### config.mk
export PLATFORM = sky130hd
export DESIGN_NAME = sprite_rom_arbiter
export DESIGN_NICKNAME = d
export VERILOG_FILES = /design/src/rtl/sprite_rom_arbiter.sv
export SDC_FILE = /design/constraint.sdc
export NUM_CORES = 1
export LEC_CHECK = 0
export ABC_CLOCK_PERIOD_IN_PS = 2880
export BUFFER_PORTS_ARGS = -buffer_cell sky130_fd_sc_hd__buf_2
export CORE_MARGIN = 2
export CORE_UTILIZATION = 54
export DETAILED_ROUTE_END_ITERATION = 8
export GPL_ROUTABILITY_DRIVEN = 0
export PLACE_DENSITY = 0.87
export SLEW_MARGIN = 25
export SYNTH_ARGS = -nofsm -noshare
export SYNTH_HDL_FRONTEND = slang
export SYNTH_SLANG_ARGS = --single-unit
### constraint.sdc
create_clock -name Clk -period 2.88 [get_ports Clk]
set_input_delay 0.288 -clock Clk [delete_from_list [all_inputs] [get_ports Clk]]
set_output_delay 0.288 -clock Clk [all_outputs]
set_load 0.05 [all_outputs]
### src/rtl/sprite_rom_arbiter.sv
// rtl/sprite_rom_arbiter.sv - round-robin arbiter streaming sprite ROM runs to NUM_REQ draw engines.
// Optional SPRITE_ARB_TRANSPARENT_SKIP_EN: palette index 0 pixels consume a slot but drop pix_valid.
module sprite_rom_arbiter #(
   parameter int NUM_REQ = 2,
   parameter int ADDR_W  = 16,
   parameter int DATA_W  = 4,
   parameter int LEN_W   = 6,
   localparam int ID_W   = (NUM_REQ > 2) ? $clog2(NUM_REQ) : 1
) (
   input  logic                      Clk,
   input  logic                      Reset_n,
   input  logic [NUM_REQ-1:0]        req,
   input  logic [NUM_REQ*ADDR_W-1:0] base_addr,
   input  logic [NUM_REQ*LEN_W-1:0]  run_len,
   input  logic                      abort,
   output logic [NUM_REQ-1:0]        gnt,
   output logic [NUM_REQ-1:0]        done,
   output logic                      busy,
   output logic [ADDR_W-1:0]         rom_addr,
   input  logic [DATA_W-1:0]         rom_data,
   output logic [DATA_W-1:0]         pix_data,
   output logic                      pix_valid,
   output logic [ID_W-1:0]           pix_id,
   output logic                      pix_last
);

   typedef enum logic {IDLE, BURST} state_e;

   localparam logic [ADDR_W-1:0] ADDR_ONE = {{(ADDR_W-1){1'b0}}, 1'b1};
   localparam logic [LEN_W-1:0]  LEN_ONE  = {{(LEN_W-1){1'b0}}, 1'b1};
   localparam logic [ID_W-1:0]   ID_LAST  = ID_W'(NUM_REQ - 1);

   state_e              state_q, state_d;
   logic [ID_W-1:0]     rr_q, rr_d;
   logic [ID_W-1:0]     owner_q, owner_d;
   logic [LEN_W-1:0]    cnt_q, cnt_d;
   logic [ADDR_W-1:0]   rom_addr_q, rom_addr_d;
   logic [DATA_W-1:0]   pix_data_q, pix_data_d;
   logic                pix_valid_q, pix_valid_d;
   logic [ID_W-1:0]     pix_id_q, pix_id_d;
   logic                pix_last_q, pix_last_d;
   logic [NUM_REQ-1:0]  gnt_q, gnt_d;
   logic [NUM_REQ-1:0]  done_q, done_d;

   logic                found;
   logic [ID_W-1:0]     win;
   logic [NUM_REQ-1:0]  win_oh;
   logic [NUM_REQ-1:0]  owner_oh;
   logic [ADDR_W-1:0]   sel_base;
   logic [LEN_W-1:0]    sel_len;
   logic                pix_show;

   // Lowest requester overall covers the wrap; lowest at/after rr overrides it.
   always_comb begin
      found = 1'b0;
      win   = '0;
      for (int i = NUM_REQ - 1; i >= 0; i--) begin
         if (req[i]) begin
            win   = ID_W'(i);
            found = 1'b1;
         end
      end
      for (int i = NUM_REQ - 1; i >= 0; i--) begin
         if (req[i] && (ID_W'(i) >= rr_q)) begin
            win = ID_W'(i);
         end
      end
   end

   always_comb begin
      win_oh   = '0;
      owner_oh = '0;
      sel_base = '0;
      sel_len  = '0;
      for (int i = 0; i < NUM_REQ; i++) begin
         win_oh[i]   = (ID_W'(i) == win);
         owner_oh[i] = (ID_W'(i) == owner_q);
         if (ID_W'(i) == win) begin
            sel_base = base_addr[i*ADDR_W +: ADDR_W];
            sel_len  = run_len[i*LEN_W +: LEN_W];
         end
      end
   end

`ifdef SPRITE_ARB_TRANSPARENT_SKIP_EN
   assign pix_show = (rom_data != '0);
`else
   assign pix_show = 1'b1;
`endif

   always_comb begin
      state_d     = state_q;
      rr_d        = rr_q;
      owner_d     = owner_q;
      cnt_d       = cnt_q;
      rom_addr_d  = rom_addr_q;
      pix_data_d  = pix_data_q;
      pix_valid_d = 1'b0;
      pix_id_d    = pix_id_q;
      pix_last_d  = 1'b0;
      gnt_d       = '0;
      done_d      = '0;
      case (state_q)
         IDLE: begin
            if (found) begin
               gnt_d = win_oh;
               rr_d  = (win == ID_LAST) ? '0 : win + 1'b1;
               if (sel_len == '0) begin
                  done_d = win_oh;
               end else begin
                  rom_addr_d = sel_base;
                  cnt_d      = sel_len;
                  owner_d    = win;
                  state_d    = BURST;
               end
            end
         end
         BURST: begin
            if (abort) begin
               state_d = IDLE;
            end else begin
               pix_data_d  = rom_data;
               pix_valid_d = pix_show;
               pix_id_d    = owner_q;
               rom_addr_d  = rom_addr_q + ADDR_ONE;
               cnt_d       = cnt_q - LEN_ONE;
               if (cnt_q == LEN_ONE) begin
                  pix_last_d = 1'b1;
                  done_d     = owner_oh;
                  state_d    = IDLE;
               end
            end
         end
         default: state_d = IDLE;
      endcase
   end

   always_ff @(posedge Clk or negedge Reset_n) begin
      if (!Reset_n) begin
         state_q     <= IDLE;
         rr_q        <= '0;
         owner_q     <= '0;
         cnt_q       <= '0;
         rom_addr_q  <= '0;
         pix_data_q  <= '0;
         pix_valid_q <= 1'b0;
         pix_id_q    <= '0;
         pix_last_q  <= 1'b0;
         gnt_q       <= '0;
         done_q      <= '0;
      end else begin
         state_q     <= state_d;
         rr_q        <= rr_d;
         owner_q     <= owner_d;
         cnt_q       <= cnt_d;
         rom_addr_q  <= rom_addr_d;
         pix_data_q  <= pix_data_d;
         pix_valid_q <= pix_valid_d;
         pix_id_q    <= pix_id_d;
         pix_last_q  <= pix_last_d;
         gnt_q       <= gnt_d;
         done_q      <= done_d;
      end
   end

   assign busy      = (state_q == BURST);
   assign rom_addr  = rom_addr_q;
   assign pix_data  = pix_data_q;
   assign pix_valid = pix_valid_q;
   assign pix_id    = pix_id_q;
   assign pix_last  = pix_last_q;
   assign gnt       = gnt_q;
   assign done      = done_q;

endmodule

==> key figures <==
Synthesis
  • Net Count, Synth: 306
  • Syn Inst Count: 250
  • Yosys top cell by area: dfrtp_1
  • #FFs+latches synth: 36
  • Main flop type after synthesis: dfrtp_1
  • Ys Warns: 0
  • Largest cells by area after synthesis: dfrtp_1, nor3_1, o221a_2
  • Syn Std Cell Area: 0.00228 mm²
  • Most common library cells after synthesis: dfrtp_1, nor3_1, nand2_1
  • Top cell type's share of synthesized area: 39.5%
  • Most common cell in the synthesized netlist: dfrtp_1
  • Mean post-synth cell area: 9.12 µm²
  • Ys async rst share: between 90% and 100%
  • Register area share after synthesis: 39.5%
  • Post-synth EDFFs: 0
  • Cell variety after synth: between 40 and 50

Timing
  • RSZ-0062 raised after global routing: false
  • Count of final hold-check violations: 0
  • Achievable Freq: 468 MHz
  • Setup tns final: 0 ns
  • Worst setup margin: 0.744 ns
  • Final slew viol count: 0
  • Slew headroom: between 30% and 40%
  • Worst-Margin Slew: 0.978 ns
  • Worst Skew: 0.00800 ns
  • Period utilization: roughly 74%
  • Setup Viol. Count Final: 0
  • Tmin final: 2.14 ns

Detailed routing
  • Final wirelength: 6610 µm
  • Drt pass-1 iters: 4
  • Vias per cell: 6.15
  • Post-route ant nets: 0
  • DRC violations left: 0
  • Vias: roughly 2400
  • Wire per inst: approximately 17 µm
  • Initial DRC Count: ~240

Setup path
  • R2R Path Start: busy
  • Type of the worst setup path: reg -> reg
  • Worst endpoint required time: 3.06 ns
  • Reg2Reg Depth: 5
  • Crit Path Max Fanout: 19
  • FF-to-FF End: rom_addr[9]
  • Critical path endpoint category: flop
  • R2R setup slack: 0.74 ns
  • Startpoint type of the worst setup path: flop
  • CP arrival: 2.32 ns

Clock network
  • H-Tree Depth: 2
  • Clock Latency Late Sink: about 0.30 ns
  • # hold bufs at CTS: 0
  • Clock Path Buffers: 2
  • Post-cts sizing count: 0
  • Setup bufs post-CTS: 0
  • # clock sinks: 36
  • Clock-pin slew on the worst setup and hold paths: 0.08 ns
  • CTS Buf Count: 5
  • CTS tree: yes
  • Clock root buffer: clkbuf_8

Global routing
  • Initial antenna violation count: 0
  • Global-route wire length before repair: between 10000 and 15000 µm
  • Total gr overflow: 0
  • Vias in the first global route: 2172
  • Largest net degree at the start of global routing: 37
  • Total GRT Usage: 29.1%

Power
  • Part of the power in registers: roughly 30%
  • Leak Pwr: about 0.0014 µW
  • Clk pwr share: roughly 14%
  • Peak supply drop: 0.671 mV
  • Internal: approximately 1600 µW
  • Gate power share: 56.0%
  • PwrDens: 1170 mW/mm²
  • Sw Share: 51.1%
  • Switching pwr: roughly 1700 µW

Flow run
  • Maximum capacitance violations: 0

Final layout
  • Layout cells sized above 1: 35.5%
  • Layout fillers: 321
  • Ant diodes: 0
  • Area growth, synth to finish: 25.1%
  • Nets: around 390

Floorplanning
  • Core Region: 0.00403 mm²
  • Chip height: 69.0 µm
  • Top-level I/O count: 81
  • Initial core utilization: 56.6%
  • Cell row count: 23
  • Die Wd: 69.0 µm
  • Die area: around 0.0048 mm²

Worst hold path
  • HP Class: in -> async

Status
  • Status: completed

Placement
  • Setup WS pre-CTS: ~0.57 ns
  • Dpl hpwl: 4610 µm
  • Port Buf Inserts: 80
flip-flops by register name (all words and copies together), names as in the netlist:
| signal | count |
|---|---|
| pix_last | 1 |
| pix_valid | 1 |
| rr_q | 1 |
| busy | 1 |
| rom_addr | 16 |
| cnt_q | 6 |
| gnt | 2 |
| done | 2 |
| pix_id | 1 |
| pix_data | 4 |
| owner_q | 1 |
power groups by stage:
stage / logic (µW) / clock network (µW) / registers, µW
after floorplan: 845 / 0 / 1540
after global placement: 1820 / 0 / 999
after detailed placement: 1870 / 0 / 1020
after CTS: 1870 / 456 / 1010
after global routing: 2010 / 483 / 1050
final: 1880 / 454 / 1020
layer usage:
metal / part of all wire (%) / global-route usage (%) / up-vias / wire length (µm)
met5: 0 / 0 / - / 0
met4: 1.4 / 11.3 / 0 / 92
met3: 8.3 / 7.31 / 11 / 550
met2: 49 / 48.8 / 117 / 3260
met1: 41 / 35.9 / 1118 / 2710
li1: - / - / 1104 / -
cell type report:
type | count | area (µm²) | area share, %
inverters | 8 | 30.0 | 1.05
clock inverters | 3 | 42.5 | 1.49
multi-input cells | 193 | 1290 | 45.4
flip-flops and latches | 36 | 901 | 31.6
well taps | 50 | 62.6 | 2.19
repair buffers | 87 | 453 | 15.9
clock buffers | 5 | 68.8 | 2.41
critical path, stage by stage (launching register included):
cell and delay (ns):
dfrtp_1 0.46, inv_1 0.10, o211ai_1 0.24, o221ai_2 0.85, and4_1 0.32, nor3_1 0.06
per-stage QoR:
| step | instance area, µm² | hold slack [ns] | cells | utilization [%] | total power, µW |
|---|---|---|---|---|---|
| 6_report | 2850 | 0.0661 | 382 | 70.8 | 3350 |
| 5_1_grt | 2850 | 0.139 | 382 | 70.8 | 3540 |
| 4_1_cts | 2850 | 0.102 | 382 | 70.8 | 3330 |
| 3_5_place_dp | 2740 | 0.424 | 374 | 68.0 | 2880 |
| 3_3_place_gp | 2740 | 0.421 | 374 | 68.0 | 2820 |
| 2_1_floorplan | 2280 | -0.00759 | 250 | - | 2390 |
cell usage in the layout, fill, tap and decap left out, types with 4 or more instances in the layout:
cell      synthesis  final
buf_2             5     80
dfrtp_1          36     36
nor3_1           27     27
nand2_1          24     24
nor2_1           16     16
o21ai_0          15     14
o221a_2          10     10
a21oi_1           8      8
inv_1             7      7
buf_4             0      7
nand2b_1          6      6
mux2i_1           6      6
o21ai_1           4      5
and3_1            5      5
nor2b_1           5      5
nand3_1           5      5
mux2_2            5      5
clkbuf_8          0      5
o31ai_1           4      4
nand3b_1          4      4
a221oi_1          4      4
worst max path at each step:
stage,from,endpoint,slack [ns]
detailed placement,run_len[8],rom_addr[9],0.57
finish,busy,rom_addr[9],0.74
global placement,run_len[8],rom_addr[9],0.64
CTS,busy,rom_addr[9],0.78
global route,busy,rom_addr[9],0.63
floorplan,rom_addr[0],rom_addr[12],0.70
cell families after synthesis:
logic type	share of synthesized area, %
flops	39.5
fa+ha+maj	1.65
simple gates	25.7
mux	6.09
buf+inv	3.73
compound gates	23.4
No activity file was read; power rests on OpenSTA's default activity.
